### config.mk
export PLATFORM = sky130hd
export DESIGN_NAME = sprite_pos_ctrl
export DESIGN_NICKNAME = d
export VERILOG_FILES = /design/src/rtl/sprite_pkg.sv /design/src/rtl/sprite_pos_ctrl_btn_sync.sv /design/src/rtl/sprite_pos_ctrl.sv
export SDC_FILE = /design/constraint.sdc
export NUM_CORES = 1
export LEC_CHECK = 0
export ABC_AREA = 1
export BUFFER_PORTS_ARGS = -buffer_cell sky130_fd_sc_hd__buf_2
export CAP_MARGIN = 20
export CELL_PAD_IN_SITES_DETAIL_PLACEMENT = 0
export CELL_PAD_IN_SITES_GLOBAL_PLACEMENT = 2
export CORE_UTILIZATION = 31
export CTS_BUF_LIST = sky130_fd_sc_hd__clkbuf_4
export DETAILED_ROUTE_END_ITERATION = 12
export GPL_TIMING_DRIVEN = 1
export PLACE_DENSITY_LB_ADDON = 0.2
export SLEW_MARGIN = 20
export SYNTH_ARGS = -nofsm -noshare
export SYNTH_HDL_FRONTEND = slang
export SYNTH_HIERARCHICAL = 1
export SYNTH_SLANG_ARGS = --single-unit
export TNS_END_PERCENT = 100
### constraint.sdc
create_clock -name CLK -period 3.1 [get_ports CLK]
set_clock_uncertainty 0.15 [all_clocks]
set_input_delay 0.155 -clock CLK [delete_from_list [all_inputs] [get_ports CLK]]
set_output_delay 0.155 -clock CLK [all_outputs]
set_load 0.02 [all_outputs]
### src/rtl/sprite_pkg.sv
// ----------------------------------------------------------------------------
// sprite_pkg
// Shared constants and types for the sprite position controller.
//   - Screen and sprite dimensions, and the largest legal top-left
//     coordinate on each axis (XMAX/YMAX).
//   - Output and arithmetic widths.
//   - Speed state encoding (IDLE, SLOW, FAST).
//   - Edge-handling helpers: clamp to [0, max] or wrap around the
//     (max+1)-wide axis. The top picks one with SPRITE_POS_CTRL_WRAP_EN.
// ----------------------------------------------------------------------------
package sprite_pkg;

    localparam int SCREEN_W = 640;
    localparam int SCREEN_H = 480;
    localparam int SPRITE_W = 14;
    localparam int SPRITE_H = 14;

    // Largest top-left coordinate that keeps the whole sprite visible.
    localparam int XMAX = SCREEN_W - SPRITE_W;   // 626
    localparam int YMAX = SCREEN_H - SPRITE_H;   // 466

    localparam int X_W    = 10;  // sprite_x width
    localparam int Y_W    = 9;   // sprite_y width
    localparam int CALC_W = 12;  // signed working width for position maths

    typedef enum logic [1:0] {
        SPD_IDLE = 2'd0,
        SPD_SLOW = 2'd1,
        SPD_FAST = 2'd2
    } speed_state_t;

    // Saturate a candidate coordinate into [0, max_v]. A step that would
    // overshoot lands exactly on the boundary.
    function automatic int clamp_axis(input logic signed [CALC_W-1:0] v,
                                      input int max_v);
        int vi;
        int r;
        vi = int'(v);
        if (vi < 0)
            r = 0;
        else if (vi > max_v)
            r = max_v;
        else
            r = vi;
        return r;
    endfunction

    // Wrap a candidate coordinate around an axis of max_v+1 positions.
    // A step is at most a few pixels, so one correction is enough.
    function automatic int wrap_axis(input logic signed [CALC_W-1:0] v,
                                     input int max_v);
        int vi;
        int r;
        vi = int'(v);
        if (vi > max_v)
            r = vi - (max_v + 1);
        else if (vi < 0)
            r = vi + (max_v + 1);
        else
            r = vi;
        return r;
    endfunction

endpackage

### src/rtl/sprite_pos_ctrl_btn_sync.sv
// ----------------------------------------------------------------------------
// btn_sync
// Parameterised-width two-flop synchroniser for asynchronous button inputs.
// Each bit is synchronised independently; no debouncing is applied.
//
// Ports:
//   i_clk    in   1      destination clock
//   i_rst_n  in   1      asynchronous active-low reset, clears both stages
//   i_async  in   WIDTH  asynchronous inputs
//   o_sync   out  WIDTH  synchronised outputs (two-cycle latency)
// ----------------------------------------------------------------------------
module btn_sync #(
    parameter int WIDTH = 5
) (
    input  logic             i_clk,
    input  logic             i_rst_n,
    input  logic [WIDTH-1:0] i_async,
    output logic [WIDTH-1:0] o_sync
);

    logic [WIDTH-1:0] r_meta;
    logic [WIDTH-1:0] r_sync;

    // NOTE: sequential state uses non-blocking assignments so both stages
    // sample their inputs from the same clock edge and form a true shift.
    always_ff @(posedge i_clk or negedge i_rst_n) begin
        if (!i_rst_n) begin
            r_meta <= '0;
            r_sync <= '0;
        end else begin
            r_meta <= i_async;
            r_sync <= r_meta;
        end
    end

    assign o_sync = r_sync;

endmodule

### src/rtl/sprite_pos_ctrl.sv
// ----------------------------------------------------------------------------
// sprite_pos_ctrl
// Generates the blue square sprite's top-left pixel position from gamepad
// buttons. Buttons are synchronised, then sampled only on frame_tick (start
// of vertical blank) so the position never changes mid-scan. Holding any
// direction moves STEP pixels per frame; after HOLD_FRAMES held frames the
// speed FSM switches to FAST and moves FAST_STEP pixels per frame.
// btn_center recentres the sprite and drops back to IDLE.
//
// Build option:
//   SPRITE_POS_CTRL_WRAP_EN  defined   -> the sprite wraps at screen edges
//                            undefined -> the sprite is clamped at edges
//
// Ports:
//   CLK         in   1   system clock
//   RST_N       in   1   asynchronous active-low reset
//   btn_up      in   1   asynchronous button, 1 = pressed
//   btn_down    in   1   asynchronous button, 1 = pressed
//   btn_left    in   1   asynchronous button, 1 = pressed
//   btn_right   in   1   asynchronous button, 1 = pressed
//   btn_center  in   1   asynchronous button, 1 = pressed (recentre)
//   frame_tick  in   1   one-cycle pulse at start of vertical blank
//   sprite_x    out  10  sprite top-left x
//   sprite_y    out  9   sprite top-left y
//   moved       out  1   one-cycle pulse when the position changed
//   fast        out  1   speed FSM is in FAST
// ----------------------------------------------------------------------------
module sprite_pos_ctrl
    import sprite_pkg::*;
#(
    parameter int START_X     = 313,
    parameter int START_Y     = 233,
    parameter int STEP        = 1,
    parameter int FAST_STEP   = 4,
    parameter int HOLD_FRAMES = 30
) (
    input  logic           CLK,
    input  logic           RST_N,
    input  logic           btn_up,
    input  logic           btn_down,
    input  logic           btn_left,
    input  logic           btn_right,
    input  logic           btn_center,
    input  logic           frame_tick,
    output logic [X_W-1:0] sprite_x,
    output logic [Y_W-1:0] sprite_y,
    output logic           moved,
    output logic           fast
);

    localparam int CNT_W = $clog2(HOLD_FRAMES + 1);

    // ------------------------------------------------------------------
    // Button synchronisation: {center, up, down, left, right}
    // ------------------------------------------------------------------
    logic [4:0] w_btn_raw;
    logic [4:0] w_btn_s;

    assign w_btn_raw = {btn_center, btn_up, btn_down, btn_left, btn_right};

    btn_sync #(
        .WIDTH (5)
    ) u_btn_sync (
        .i_clk   (CLK),
        .i_rst_n (RST_N),
        .i_async (w_btn_raw),
        .o_sync  (w_btn_s)
    );

    logic w_center;
    logic w_up;
    logic w_down;
    logic w_left;
    logic w_right;

    assign w_center = w_btn_s[4];
    assign w_up     = w_btn_s[3];
    assign w_down   = w_btn_s[2];
    assign w_left   = w_btn_s[1];
    assign w_right  = w_btn_s[0];

    // ------------------------------------------------------------------
    // State
    // ------------------------------------------------------------------
    logic [X_W-1:0]   r_x;
    logic [Y_W-1:0]   r_y;
    logic             r_moved;
    logic             r_fast;
    speed_state_t     r_state;
    logic [CNT_W-1:0] r_cnt;

    // ------------------------------------------------------------------
    // Candidate next position. Opposite buttons cancel on an axis, so an
    // axis is active exactly when one (and only one) of its pair is held.
    // The step size comes from the speed state before this tick.
    // ------------------------------------------------------------------
    logic                     w_held;
    logic signed [CALC_W-1:0] w_step;
    logic signed [CALC_W-1:0] w_dx_delta;
    logic signed [CALC_W-1:0] w_dy_delta;
    logic signed [CALC_W-1:0] w_x_sum;
    logic signed [CALC_W-1:0] w_y_sum;
    logic [X_W-1:0]           w_x_next;
    logic [Y_W-1:0]           w_y_next;
    logic                     w_pos_changes;

    assign w_held = (w_right ^ w_left) | (w_down ^ w_up);
    assign w_step = (r_state == SPD_FAST) ? CALC_W'(FAST_STEP) : CALC_W'(STEP);

    // NOTE: every signal driven here gets a default first, so no path
    // through the block leaves a value unassigned and no latch is inferred.
    always_comb begin
        w_dx_delta = '0;
        w_dy_delta = '0;
        if (w_right && !w_left)
            w_dx_delta = w_step;
        else if (w_left && !w_right)
            w_dx_delta = -w_step;
        if (w_down && !w_up)
            w_dy_delta = w_step;
        else if (w_up && !w_down)
            w_dy_delta = -w_step;
    end

    // Zero-extend the unsigned position into the signed working width.
    assign w_x_sum = $signed({{(CALC_W - X_W){1'b0}}, r_x}) + w_dx_delta;
    assign w_y_sum = $signed({{(CALC_W - Y_W){1'b0}}, r_y}) + w_dy_delta;

`ifdef SPRITE_POS_CTRL_WRAP_EN
    assign w_x_next = X_W'(wrap_axis(w_x_sum, XMAX));
    assign w_y_next = Y_W'(wrap_axis(w_y_sum, YMAX));
`else
    assign w_x_next = X_W'(clamp_axis(w_x_sum, XMAX));
    assign w_y_next = Y_W'(clamp_axis(w_y_sum, YMAX));
`endif

    // A clamped step that leaves the sprite in place is not a move.
    assign w_pos_changes = (w_x_next != r_x) || (w_y_next != r_y);

    // ------------------------------------------------------------------
    // Position registers and speed FSM. Everything advances only on
    // frame_tick; moved is cleared on every other cycle so it pulses once.
    // ------------------------------------------------------------------
    always_ff @(posedge CLK or negedge RST_N) begin
        if (!RST_N) begin
            r_x     <= X_W'(START_X);
            r_y     <= Y_W'(START_Y);
            r_moved <= 1'b0;
            r_fast  <= 1'b0;
            r_state <= SPD_IDLE;
            r_cnt   <= '0;
        end else if (frame_tick) begin
            if (w_center) begin
                // Recentre overrides any direction held on the same tick.
                r_x     <= X_W'(START_X);
                r_y     <= Y_W'(START_Y);
                r_moved <= (r_x != X_W'(START_X)) || (r_y != Y_W'(START_Y));
                r_fast  <= 1'b0;
                r_state <= SPD_IDLE;
                r_cnt   <= '0;
            end else begin
                r_x     <= w_x_next;
                r_y     <= w_y_next;
                r_moved <= w_pos_changes;

                unique case (r_state)
                    SPD_IDLE: begin
                        if (w_held) begin
                            r_state <= SPD_SLOW;
                            r_cnt   <= CNT_W'(1);
                        end
                    end
                    SPD_SLOW: begin
                        if (w_held) begin
                            r_cnt <= r_cnt + CNT_W'(1);
                            // This tick brings the count to HOLD_FRAMES.
                            if (r_cnt == CNT_W'(HOLD_FRAMES - 1)) begin
                                r_state <= SPD_FAST;
                                r_fast  <= 1'b1;
                            end
                        end else begin
                            r_state <= SPD_IDLE;
                            r_cnt   <= '0;
                        end
                    end
                    SPD_FAST: begin
                        // Counter holds at HOLD_FRAMES while in FAST.
                        if (!w_held) begin
                            r_state <= SPD_IDLE;
                            r_fast  <= 1'b0;
                            r_cnt   <= '0;
                        end
                    end
                    default: begin
                        r_state <= SPD_IDLE;
                        r_fast  <= 1'b0;
                        r_cnt   <= '0;
                    end
                endcase
            end
        end else begin
            r_moved <= 1'b0;
        end
    end

    assign sprite_x = r_x;
    assign sprite_y = r_y;
    assign moved    = r_moved;
    assign fast     = r_fast;

endmodule

**Word-level counts from Yosys, hierarchy flattened**

Index checks and enable logic that the tools add are counted.

- Flip-flop bits (word level): 38
- Logic and storage cells: 75
- Bits of input ports: 8
- Output and inout port bits: 21

- $add $sub $neg: 4
- Mux-type cells: 29
- Magnitude comparators: 4
- Bitwise operators: 3
- Equality and inequality tests: 13
- Reduce and logical (&&, ||, !) cells: 14

Operators with widths:

| kind | count |
|---|---|
| 12-bit two-way mux | 4 |
| 10-bit two-way mux | 3 |
| 9-bit two-way mux | 3 |
| 12-bit by 1-bit less-than comparator with 1-bit output (second input constant) | 2 |
| 5-bit two-way mux | 4 |
| 5-bit case mux with 3 select lines | 1 |
| 10-bit by 12-bit adder with 12-bit output | 1 |
| 11-bit by 12-bit adder with 12-bit output | 1 |
| 12-bit by 10-bit greater-than comparator with 1-bit output (second input constant) | 1 |
| 12-bit by 11-bit greater-than comparator with 1-bit output (second input constant) | 1 |
| 3-bit by 2-bit != test with 1-bit output (second input constant) | 4 |
| 3-bit negation with 12-bit output | 1 |
| 2-bit two-way mux | 5 |
| 10-bit != test | 1 |
| 10-bit by 9-bit != test with 1-bit output (second input constant) | 1 |
| 9-bit by 8-bit != test with 1-bit output (second input constant) | 1 |
| 9-bit != test | 1 |
| 1-bit two-way mux | 6 |
| 2-bit case mux with 3 select lines | 1 |
| 5-bit by 1-bit adder with 5-bit output (second input constant) | 1 |
| 5-bit equality test (second input constant) | 1 |
| 5-bit AND reduction | 1 |
| 1-bit logical AND | 4 |
| 1-bit zero test | 4 |
| 12 further kinds | 14 |

**Logic depth before layout (Yosys ltp)**

Gate-level depths: netlist of the first run.

- Depth in word-level cells: 13
- Gate-level depth with buffers: 27

**Modules after synthesis**

Netlist of the first run, hierarchy kept.

By module, submodules not included:

| module | cells each | area an instance (um^2) | times used |
|---|---|---|---|
| sprite_pos_ctrl | 532 | 3275.6 | 1 |
| btn_sync | 10 | 250.2 | 1 |

**Worst setup path before layout of the first run**

Ideal clock, no wire load.

- Path kind: register to register
- From: register u_btn_sync.r_sync[2], in the netlist u_btn_sync/o_sync[2]
- To: register r_moved, in the netlist moved
- Library setup time: 0.125 ns
- Arrival: 2.642 ns
- Path slack: 0.183 ns
- Data required time: 2.825 ns
- Buffers on the path: 0
- Cell stages (with the launch flop): 24
- Cells stage by stage: dfrtp_1 -> inv_1 -> ha_1 -> inv_1 -> nor3_1 -> inv_1 -> fa_1 -> inv_1 -> nand3_1 -> nand2_1 -> nand3_1 -> nand2_1 -> nand2_1 -> nand2_1 -> nand3_2 -> and2_4 -> nand2_2 -> nand2_1 -> nand2_1 -> nand2_1 -> nor2_1 -> nand3_1 -> nor2_1 -> nor2_1

- Longest elaborated chain between the ends: 12

Ends and longest elaborated chain:

| what | RTL line | text |
|---|---|---|
| start, declared | sprite_pos_ctrl_btn_sync.sv:22 | `logic [WIDTH-1:0] r_sync;` |
| start signal, assigned | sprite_pos_ctrl_btn_sync.sv:32 | `r_sync <= r_meta;` |
| 1-bit zero test | sprite_pos_ctrl.sv:121 | `else if (w_up && !w_down)` |
| 1-bit logical AND | sprite_pos_ctrl.sv:121 |  |
| 12-bit two-way mux | sprite_pos_ctrl.sv:121 |  |
| 12-bit two-way mux (*) | sprite_pos_ctrl.sv:119 | `if (w_down && !w_up)` |
| 10-bit by 12-bit adder with 12-bit output (*) | sprite_pos_ctrl.sv:127 | `assign w_y_sum = $signed({{(CALC_W - Y_W){1'b0}}, r_y}) + w_dy_delta;` |
| 12-bit by 10-bit greater-than comparator with 1-bit output | sprite_pkg.sv:41 | `else if (vi > max_v)` |
| 9-bit two-way mux | sprite_pkg.sv:41 |  |
| 9-bit two-way mux (*) | sprite_pkg.sv:39 | `if (vi < 0)` |
| 9-bit != test (*) | sprite_pos_ctrl.sv:138 | `assign w_pos_changes = (w_x_next != r_x) \|\| (w_y_next != r_y);` |
| 1-bit logical OR (*) | sprite_pos_ctrl.sv:138 |  |
| 1-bit two-way mux (*) | sprite_pos_ctrl.sv:153 | `if (w_center) begin` |
| 1-bit two-way mux (*) | sprite_pos_ctrl.sv:152 | `end else if (frame_tick) begin` |
| end signal, assigned | sprite_pos_ctrl.sv:157 | `r_moved <= (r_x != X_W'(START_X)) \|\| (r_y != Y_W'(START_Y));` |
| end signal, assigned | sprite_pos_ctrl.sv:164 | `r_moved <= w_pos_changes;` |
| end, declared | sprite_pos_ctrl.sv:87 | `logic r_moved;` |

Every way passes the cells marked *; elsewhere a longest branch is shown, timed or not.
A chain may end at the register's enable or synchronous reset.

**Worst setup path in the final report of the first run**

- From: register u_btn_sync.r_sync[3], in the netlist u_btn_sync/o_sync[3]
- To: register r_moved, in the netlist moved

- Longest elaborated chain between the ends: 11

Ends and longest elaborated chain:

| what | RTL line |
|---|---|
| 1-bit logical AND or 1-bit zero test (tied branches) | sprite_pos_ctrl.sv:121, sprite_pos_ctrl.sv:119 |
| 12-bit two-way mux or 1-bit logical AND (tied branches) | sprite_pos_ctrl.sv:121, sprite_pos_ctrl.sv:119 |
| 12-bit two-way mux (*) | sprite_pos_ctrl.sv:119 |
| 10-bit by 12-bit adder with 12-bit output (*) | sprite_pos_ctrl.sv:127 |
| 12-bit by 10-bit greater-than comparator with 1-bit output | sprite_pkg.sv:41 |
| 9-bit two-way mux | sprite_pkg.sv:41 |
| 9-bit two-way mux (*) | sprite_pkg.sv:39 |
| 9-bit != test (*) | sprite_pos_ctrl.sv:138 |
| 1-bit logical OR (*) | sprite_pos_ctrl.sv:138 |
| 1-bit two-way mux (*) | sprite_pos_ctrl.sv:153 |
| 1-bit two-way mux (*) | sprite_pos_ctrl.sv:152 |

Marks and branches as above.

==> results of run 1 <==
[worst max-delay path by stage]
| stage | depth (start not counted) | endpoint | from |
|---|---|---|---|
| after global routing | 23 | moved | u_btn_sync/o_sync[1] |
| after detailed placement | 23 | moved | u_btn_sync/o_sync[2] |
| after floorplan | 23 | moved | u_btn_sync/o_sync[2] |
| after global placement | 23 | moved | u_btn_sync/o_sync[2] |
| final | 21 | moved | u_btn_sync/o_sync[3] |
| after CTS | 25 | moved | u_btn_sync/o_sync[1] |
[final cells by class]
type | instances | share of cell area
inverters | 103 | 0.0824
well taps | 140 | 0.0374
clock inverters | 2 | 0.00720
repair buffers | 117 | 0.176
flip-flops and latches | 38 | 0.205
multi-input cells | 393 | 0.483
clock buffers | 5 | 0.00800
[kinds of logic after synthesis]
family / after synthesis / synth area share
AOI/OAI and AO/OA: 48 / 0.0834
xor gates and xnor gates: 3 / 0.00958
adders and majority gates: 31 / 0.114
buffers and inverters: 111 / 0.126
DFF: 38 / 0.273
and+or+nand+nor: 311 / 0.393
[layer usage]
| layer | track usage | wire length [um] | vias to the layer above | share of wire |
|---|---|---|---|---|
| met1 | 0.263 | 5360 | 1691 | 0.51 |
| met3 | 0.0209 | 278 | 2 | 0.026 |
| met2 | 0.295 | 4830 | 48 | 0.46 |
| met5 | 0 | 0 | - | 0 |
| met4 | 0.0241 | 24 | 0 | 0.0023 |
| li1 | - | - | 1966 | - |
[sequential cells by signal (all words and copies together) (netlist names)]
register           flops
r_cnt                  5
moved                  1
sprite_x              10
u_btn_sync/r_meta      5
u_btn_sync/o_sync      5
sprite_y               9
fast                   1
r_state                2
[stage by stage]
step                power [uW]  worst slack (ps)  instance area (um^2)   util
finish                    2670             -40.1                  4690  0.427
global route              2910              -305                  4690  0.427
CTS                       2660             -8.19                  4630  0.422
detailed placement        2220              -290                  4330  0.394
global placement          2220              -288                  4330  0.394
floorplan                 1600               183                  3530      -
[Yosys cell counts, drive strengths merged]
master / n
a21oi: 17
a22oi: 11
and2: 1
buf: 6
clkbuf: 2
clkinv: 1
dfrtp: 28
dfstp: 10
fa: 2
ha: 29
inv: 102
nand2: 165
nand3: 57
nand3b: 4
nand4: 17
nor2: 55
nor3: 7
nor3b: 1
nor4: 3
o21a: 2
o21ai: 7
o21bai: 2
o22ai: 8
o31ai: 1
or2: 1
xor2: 3
[critical path, delay by kind of cell (launching register included)]
family,cells,cell delay (ps)
buf+inv,2,140
fa+ha+maj,3,770
simple gates,14,1300
flops,1,440
compound gates,2,230
[what timing repair did]
item	in CTS	in global routing
endpoints found under the hold margin	34	0
pin swaps	17	12
hold buffers	7	0
setup endpoints to repair	2	2
buffers inserted	5	4
resized for setup	37	8
[where the power goes]
part           switching, uW  total (uW)  internal (uW)  leakage (uW)
clock                    172         335            163     0.0000387
combinational            951        1690            736       0.00211
sequential              67.5         650            582      0.000459
total                   1190        2670           1480       0.00261
==> impl_metrics.py, run 1 <==
metrics = {
    "outcome": {
        "status": "complete, but fails checks",
        "violations": "setup timing",
    },
    "clocking": {
        "tritoncts": "yes",
        "htree_levels": 2,
        "path_clk_slew_ps": 120,
        "clock-root-buffer": "clkbuf_4",
        "clock_latency_ps": 350,
        "clock_sinks": 38,
        "cts_max_path_buffers": 2,
        "cts-buffers-inserted": 5,
    },
    "route": {
        "via_per_inst": 4.65,
        "drcViolationCount": 0,
        "ant_nets": 0,
        "dr.pass1.iters": 5,
        "drt_iter0_drc": 244,
        "vias": 3707,
        "wire_per_inst_um": 13.1,
        "wl_um": 10500,
    },
    "yosys": {
        "syn_area_um2": 3530,
        "ys_seq_area_frac": 0.273,
        "synth_fp_nets": 581,
        "synth.avg_cell_area_um2": 6.51,
        "ys_ff_latch": 38,
        "yosysTopAreaCell": "dfrtp_1",
        "synthCells": 542,
        "yosys-top-cells-area": "dfrtp_1 20%, nand2_1 17%, inv_1 11%",
        "ys_warn_count": 6,
        "ys_types": 36,
        "synth_top_cell_area_share": 0.199,
    },
    "critical_path": {
        "reg2reg_from": "u_btn_sync/o_sync[3]",
        "crit_chain": "inv_2 > ha_4 > o21a_1 > ha_2 > inv_1 > fa_2 > nor2_1 > a21oi_2 > nand3_1 > nand2_1 > nand2_2 > nand3_4 > and2_4 > nand2_2 > nand2_1 > nand2_1 > nand2_1 > nor2_1 > nand3_1 > nor2_1 > nor2_1",
        "worstPathArrival_ps": 3230,
        "cp_slowest_cell": "dfrtp_1",
        "path_class": "reg -> reg",
        "r2r_slack_ps": -40,
        "critPathMaxStageDelay_ps": 440,
        "rr_worst_depth": 21,
        "worstPathRequired_ps": 3190,
        "r2r-end": "moved",
        "cp-start-kind": "flop",
        "cp-end-kind": "flop",
        "crit_path_max_fanout": 7,
    },
    "cells_and_area": {
        "seq_area_um2": 963,
        "diodes": 0,
        "fin_cells": 798,
        "final_common_cell": "nand2_1",
        "multi_input_area_um2": 2270,
        "fillers": 1188,
        "layout.nets": 697,
        "area_growth_pct": 33.0,
        "final_layout_size_suffix_gt1_frac": 0.283,
        "layout_common_cells": "149 x nand2_1, 93 x inv_1, 82 x buf_4",
    },
    "sta": {
        "timing.fmax_ghz": 0.318,
        "setup-tns-final_ps": -40.1,
        "worstMarginPinSlew_ps": 896,
        "holdWs_ps": 210,
        "slew_violations": 0,
        "post-route-period-util": 1.01,
        "slew_headroom": 0.402,
        "rsz0062_at_grt": "yes",
        "worst_slack_ps": -40.1,
        "min_period_ps": 3140,
        "finalSetupViolCount": 1,
        "hold_violations": 0,
    },
    "global_route": {
        "first_global_vias": 3421,
        "grt_max_degree": 39,
        "antenna_found_initial": 0,
        "grt_pass1_wl_um": 16500,
        "overflow": 0,
        "track_usage": 0.181,
    },
    "floorplan": {
        "io_pins": 29,
        "core_um2": 11000,
        "dieWidth_um": 109,
        "dieArea_um2": 11800,
        "placementRows": 38,
        "dieHeight_um": 109,
        "start_util": 0.321,
    },
    "place": {
        "portBuffers": 28,
        "dp_hpwl_um": 8370,
        "gp_congestion": 0.819,
        "place_inst": 775,
    },
    "worst_hold_path": {
        "hold_path_class": "reg -> reg",
        "worstHoldEndpoint": "u_btn_sync/o_sync[2]",
        "hold_start": "u_btn_sync/r_meta[2]",
        "hold_depth": 0,
    },
    "flow_run": {
        "drv_cap": 0,
    },
    "power": {
        "p_leak_uw": 0.00261,
        "vdd_drop_max_mv": 0.231,
        "pwr_density_cell_nw_per_um2": 570,
    },
}
Power figures use the tool's default switching activity.
==> run 2: changes to the inputs <==
--- a/config.mk
+++ b/config.mk
@@ -7,7 +7,7 @@
 export LEC_CHECK = 0
 export ABC_AREA = 1
 export BUFFER_PORTS_ARGS = -buffer_cell sky130_fd_sc_hd__buf_2
-export CAP_MARGIN = 20
+export CAP_MARGIN = 15
 export CELL_PAD_IN_SITES_DETAIL_PLACEMENT = 0
 export CELL_PAD_IN_SITES_GLOBAL_PLACEMENT = 2
 export CORE_UTILIZATION = 31
==> constraint.sdc (replaced) <==
create_clock -name CLK -period 3.1 [get_ports CLK]
set_clock_uncertainty 0.15 [all_clocks]
set_input_delay 0.31 -clock CLK [delete_from_list [all_inputs] [get_ports CLK]]
set_output_delay 0.31 -clock CLK [all_outputs]
set_load 0.02 [all_outputs]
==> run 2 against run 1 <==
  * The run still ends with setup timing left
  * Wire length about the same
  * Final cell count decreased by 0.13%
  * Design area fell by 0.21%
  * Global-route usage stayed put
==> impl_metrics.py, run 2 (synthesized netlist as in run 1, its figures left out) <==
metrics = {
    "floorplan": {
        "core_um2": 11000,
        "dieWidth_um": 109,
        "start_util": 0.321,
        "placementRows": 38,
        "dieHeight_um": 109,
        "dieArea_um2": 11800,
        "io_pins": 29,
    },
    "cells_and_area": {
        "final_common_cell": "nand2_1",
        "largest_reg_flops": 10,
        "layout_common_cells": "149 x nand2_1, 93 x inv_1, 82 x buf_4",
        "area_growth_pct": 32.7,
        "diodes": 0,
        "layout.nets": 696,
        "final_layout_size_suffix_gt1_frac": 0.283,
    },
    "global_route": {
        "overflow": 0,
        "antenna_found_initial": 0,
        "first_global_vias": 3421,
        "grt_pass1_wl_um": 16500,
        "grt_use_met2": 0.295,
        "grtUsageMet3": 0.0209,
        "track_usage": 0.181,
        "grt-busiest-layer": "met2",
        "grtUsageMet1": 0.263,
        "grt_max_degree": 39,
    },
    "outcome": {
        "violations": "setup timing",
        "status": "complete, but fails checks",
    },
    "critical_path": {
        "r2r-end": "moved",
        "critPathMaxStageDelay_ps": 440,
        "cp_slowest_cell": "dfrtp_1",
        "worstPathRequired_ps": 3190,
        "worstPathArrival_ps": 3240,
        "crit_path_max_fanout": 7,
        "cp_top_family": "simple AND/OR/NAND/NOR gates",
        "cp-end-kind": "flop",
        "r2r_slack_ps": -50,
        "path_class": "reg -> reg",
        "cp-start-kind": "flop",
        "rr_worst_depth": 21,
        "reg2reg_from": "u_btn_sync/o_sync[3]",
        "crit_chain": "inv_2 > ha_4 > o21a_1 > ha_2 > inv_1 > fa_2 > nor2_1 > a21oi_2 > nand3_1 > nand2_1 > nand2_2 > nand3_4 > and2_4 > nand2_2 > nand2_1 > nand2_1 > nand2_1 > nor2_1 > nand3_1 > nor2_1 > nor2_1",
        "critPathBufInv": 2,
    },
    "sta": {
        "timing.fmax_ghz": 0.318,
        "slew_violations": 0,
        "finalSetupViolCount": 1,
        "worst_slack_ps": -47.2,
        "hold_violations": 0,
        "post-route-period-util": 1.02,
        "worstMarginPinSlew_ps": 897,
        "setup-tns-final_ps": -47.2,
        "rsz0062_at_grt": "yes",
        "holdWs_ps": 175,
        "min_period_ps": 3150,
        "slew_headroom": 0.402,
    },
    "route": {
        "ant_nets": 0,
        "drt_iter0_drc": 248,
        "dr.pass1.iters": 5,
        "via_per_inst": 4.68,
        "wire_per_inst_um": 13.2,
        "wl_um": 10500,
        "vias": 3733,
        "drcViolationCount": 0,
    },
    "clocking": {
        "clock-root-buffer": "clkbuf_4",
        "path_clk_slew_ps": 120,
        "clock_sinks": 38,
        "htree_levels": 2,
        "cts_max_path_buffers": 2,
        "clock_latency_ps": 350,
        "tritoncts": "yes",
        "cts-buffers-inserted": 5,
    },
    "power": {
        "combPwrFrac": 0.631,
        "pwr-share-clk": 0.125,
        "sw_frac_of_total": 0.446,
        "p_seq_frac": 0.243,
        "netSwitchingPower_uw": 1190,
        "pwr_density_cell_nw_per_um2": 571,
        "vdd_drop_max_mv": 0.231,
        "p_int_uw": 1480,
        "p_leak_uw": 0.00260,
    },
    "place": {
        "portBuffers": 28,
        "dp_hpwl_um": 8370,
        "gp_congestion": 0.819,
    },
    "worst_hold_path": {
        "worstHoldEndpoint": "moved",
        "hold_start": "frame_tick",
        "hold_depth": 3,
        "hold_path_class": "in -> reg",
    },
    "flow_run": {
        "drv_cap": 0,
    },
}
## run 2: power groups by stage
| stage | Combinational (uW) | Clock, uW | Sequential (uW) |
|---|---|---|---|
| floorplan | 895 | 0 | 709 |
| global placement | 1560 | 0 | 658 |
| detailed placement | 1560 | 0 | 660 |
| CTS | 1660 | 349 | 652 |
| global route | 1870 | 375 | 662 |
| finish | 1690 | 335 | 650 |
## run 2: cell type report
| cell class | instances | area, um^2 |
|---|---|---|
| well taps | 140 | 175 |
| repair buffers | 116 | 816 |
| flip-flops and latches | 38 | 963 |
| clock buffers | 5 | 37.5 |
| clock inverters | 2 | 33.8 |
| fillers | 1189 | 6300 |
| multi-input cells | 393 | 2270 |
| inverters | 103 | 387 |
## run 2: worst max-delay path by stage
| stage | start | end | slack, ps | cells after the start |
|---|---|---|---|---|
| 3_3_place_gp | u_btn_sync/o_sync[2] | moved | -290 | 23 |
| 6_report | u_btn_sync/o_sync[3] | moved | -50 | 21 |
| 5_1_grt | u_btn_sync/o_sync[1] | moved | -310 | 23 |
| 3_5_place_dp | u_btn_sync/o_sync[2] | moved | -290 | 23 |
| 4_1_cts | u_btn_sync/o_sync[1] | moved | -8 | 25 |
| 2_1_floorplan | u_btn_sync/o_sync[2] | moved | 180 | 23 |
## run 2: worst min-delay path: stages
cell     delay, ps
buf_2          190
o31ai_1        100
nor2_1          50
## run 2: per-stage QoR
step / area, um^2 / util / cells / power [uW] / setup slack, ps
floorplan: 3530 / - / 542 / 1600 / 183
global placement: 4330 / 0.394 / 775 / 2220 / -288
detailed placement: 4330 / 0.394 / 775 / 2220 / -290
CTS: 4620 / 0.421 / 793 / 2660 / -8.19
global route: 4680 / 0.426 / 797 / 2910 / -305
finish: 4680 / 0.426 / 797 / 2670 / -47.2
## run 2: routing by layer
layer / share of wire / vias to the layer above
met3: 0.028 / 4
li1: - / 1963
met2: 0.46 / 60
met4: 0.0031 / 0
met5: 0 / -
met1: 0.51 / 1706
## run 2: what timing repair did
action,CTS,global route
gates resized for setup,37,8
pin swaps,17,12
setup endpoints to repair,2,2
endpoints found under the hold margin,33,0
buffers inserted,5,4
hold buffers,6,0
==> run 3: changes to the inputs <==
--- a/config.mk
+++ b/config.mk
@@ -10,11 +10,12 @@
 export CAP_MARGIN = 15
 export CELL_PAD_IN_SITES_DETAIL_PLACEMENT = 0
 export CELL_PAD_IN_SITES_GLOBAL_PLACEMENT = 2
-export CORE_UTILIZATION = 31
+export CORE_UTILIZATION = 34
 export CTS_BUF_LIST = sky130_fd_sc_hd__clkbuf_4
 export DETAILED_ROUTE_END_ITERATION = 12
 export GPL_TIMING_DRIVEN = 1
 export PLACE_DENSITY_LB_ADDON = 0.2
+export REMOVE_ABC_BUFFERS = 1
 export SLEW_MARGIN = 20
 export SYNTH_ARGS = -nofsm -noshare
 export SYNTH_HDL_FRONTEND = slang
==> constraint.sdc (replaced) <==
create_clock -name CLK -period 3.14 [get_ports CLK]
set_clock_uncertainty 0.15 [all_clocks]
set_input_delay 0.314 -clock CLK [delete_from_list [all_inputs] [get_ports CLK]]
set_output_delay 0.314 -clock CLK [all_outputs]
set_load 0.02 [all_outputs]
==> run 3 against run 2 <==
  * The flow now finishes without violations
  * Sequential power barely moved
  * Core utilization rose by 3.4 points
  * Total power shrank 6.5%
  * Global-route usage increased by 1.0 points
  * Register-to-register slack gained 80 ps
  * Via count is 0.88% lower
  * Clock power is 22% lower
  * Wire length down 0.96%
  * Sequential share of layout area grew 0.53 points
  * First-iteration DRC count down 34%
  * Combinational power decreased by 6%
  * Design area shrank 2.5%
  * Critical path type unchanged
  * Critical endpoint unchanged
  * Largest cell class unchanged
  * Highest routed layer unchanged
==> impl_metrics.py, run 3 (synthesized netlist as in run 1, its figures left out) <==
metrics = {
    "critical_path": {
        "crit_top_cell": "nand2_1",
        "worstPathArrival_ps": 3200,
        "path_class": "reg -> reg",
        "crit_chain": "inv_2 > ha_2 > o21a_1 > ha_1 > inv_1 > fa_2 > inv_2 > buf_4 > nand2_1 > nand4_1 > nand2_1 > nor2_2 > nand3_4 > and2_4 > nand2_2 > nand2_1 > nand2_1 > nand2_1 > nor2_1 > nand3_1 > nor2_1 > nor2_1",
        "crit_path_max_fanout": 7,
        "worstPathRequired_ps": 3230,
        "critPathMaxStageDelay_ps": 440,
        "cp-start-kind": "flop",
        "cp-end-kind": "flop",
        "cp_slowest_cell": "dfrtp_1",
    },
    "outcome": {
        "status": "finished, final reports clean",
    },
    "place": {
        "dp_hpwl_um": 8290,
        "portBuffers": 28,
        "gp_congestion": 0.792,
        "place_inst": 750,
    },
    "sta": {
        "rsz0062_at_grt": "yes",
        "finalSetupViolCount": 0,
        "slew_headroom": 0.415,
        "timing.fmax_ghz": 0.322,
        "slew_violations": 0,
        "worstMarginPinSlew_ps": 877,
        "hold_violations": 0,
        "post-route-period-util": 0.990,
        "min_period_ps": 3110,
    },
    "route": {
        "wire_per_inst_um": 13.5,
        "vias": 3700,
        "drcViolationCount": 0,
        "ant_nets": 0,
        "dr.pass1.iters": 4,
        "drt_iter0_drc": 164,
        "wl_um": 10400,
        "via_per_inst": 4.79,
    },
    "cells_and_area": {
        "final_common_cell": "nand2_1",
        "final_layout_size_suffix_gt1_frac": 0.267,
        "area_growth_pct": 29.4,
        "diodes": 0,
        "largest_reg_flops": 10,
        "fin_cells": 773,
        "layout.nets": 678,
        "layout_common_cells": "145 x nand2_1, 95 x inv_1, 61 x buf_4",
    },
    "floorplan": {
        "dieWidth_um": 104,
        "io_pins": 29,
        "start_util": 0.356,
        "dieHeight_um": 104,
        "dieArea_um2": 10800,
        "placementRows": 36,
        "core_um2": 9910,
    },
    "power": {
        "total_power_uw": 2500,
        "vdd_drop_max_mv": 0.212,
        "p_leak_uw": 0.00252,
        "pwr_density_cell_nw_per_um2": 548,
    },
    "clocking": {
        "htree_levels": 2,
        "tritoncts": "yes",
        "cts-buffers-inserted": 5,
        "cts_max_path_buffers": 2,
        "clock_sinks": 38,
        "clock-root-buffer": "clkbuf_4",
        "clock_latency_ps": 350,
        "path_clk_slew_ps": 120,
    },
    "global_route": {
        "grt_pass1_wl_um": 16600,
        "antenna_found_initial": 0,
        "grt_max_degree": 39,
        "track_usage": 0.192,
        "first_global_vias": 3451,
        "overflow": 0,
    },
    "worst_hold_path": {
        "hold_path_class": "in -> reg",
    },
    "flow_run": {
        "drv_cap": 0,
    },
}
-- run 3: cell count changes in the layout (fill, tap and decap cells not counted), moves of 2 or more --
| cell | before | now |
|---|---|---|
| nand2_1 | 149 | 145 |
| buf_4 | 82 | 61 |
| ha_4 | 3 | 5 |
| a21oi_2 | 3 | 1 |
| inv_1 | 93 | 95 |
| inv_2 | 9 | 7 |
| nand2_2 | 13 | 18 |
| a21oi_1 | 14 | 16 |
-- run 3: report_power, final --
part / total [uW] / internal, uW / switching (uW)
sequential: 647 / 575 / 71.7
clock: 260 / 83.4 / 177
combinational: 1590 / 661 / 932
-- run 3: timing repair --
| item | CTS | global route |
|---|---|---|
| gates resized for setup | 23 | 26 |
| setup buffers | 2 | 6 |
| pin swaps | 5 | 14 |
| hold endpoints to repair | 33 | 0 |
| hold buffers | 6 | 0 |
| setup endpoints to repair | 1 | 2 |
| gates cloned | 0 | 1 |
-- run 3: worst paths after layout --
check / end / depth (start not counted) / slack (ps) / from
max: moved / 22 / 30 / u_btn_sync/o_sync[2]
min: moved / 3 / 180 / frame_tick
max reg2reg: moved / 22 / 30 / u_btn_sync/o_sync[2]
min reg2reg: u_btn_sync/o_sync[0] / 0 / 210 / u_btn_sync/r_meta[0]
max in group asynchronous: sprite_y[2] / 2 / 1830 / RST_N
min in group asynchronous: sprite_x[1] / 2 / 470 / RST_N
-- run 3: metrics by stage --
stage | util | setup TNS (ps) | area [um^2] | hold slack [ps] | setup WS (ps)
6_report | 0.460 | 0 | 4560 | 176 | 30.1
2_1_floorplan | - | 0 | 3470 | -132 | 211
3_3_place_gp | 0.424 | -196 | 4200 | 182 | -196
5_1_grt | 0.460 | -219 | 4560 | 141 | -219
4_1_cts | 0.444 | 0 | 4400 | 132 | 13.2
3_5_place_dp | 0.424 | -224 | 4200 | 186 | -224
-- run 3: critical path, delay by kind of cell (launching register included) --
family                   cells  cell delay, ps
AO/OA/AOI/OAI                1             120
adder cells (fa/ha/maj)      3             710
AND/OR/NAND/NOR             14            1250
flip-flops                   1             440
buffers and inverters        4             340
-- run 3: cell type report --
type,count,area [um^2]
Clock buffer,5,37.5
Clock inverter,3,16.3
Fill cell,1057,5350
Inverter,103,387
Multi-Input combinational cell,394,2300
Sequential cell,38,963
Tap cell,133,166
Timing Repair Buffer,97,689
-- run 3: routing by layer --
layer / track usage / up-vias / part of all wire
met5: 0 / - / 0
met4: 0.0327 / 0 / 0.0045
met3: 0.0252 / 4 / 0.032
met2: 0.321 / 54 / 0.47
met1: 0.266 / 1706 / 0.49
li1: - / 1936 / -
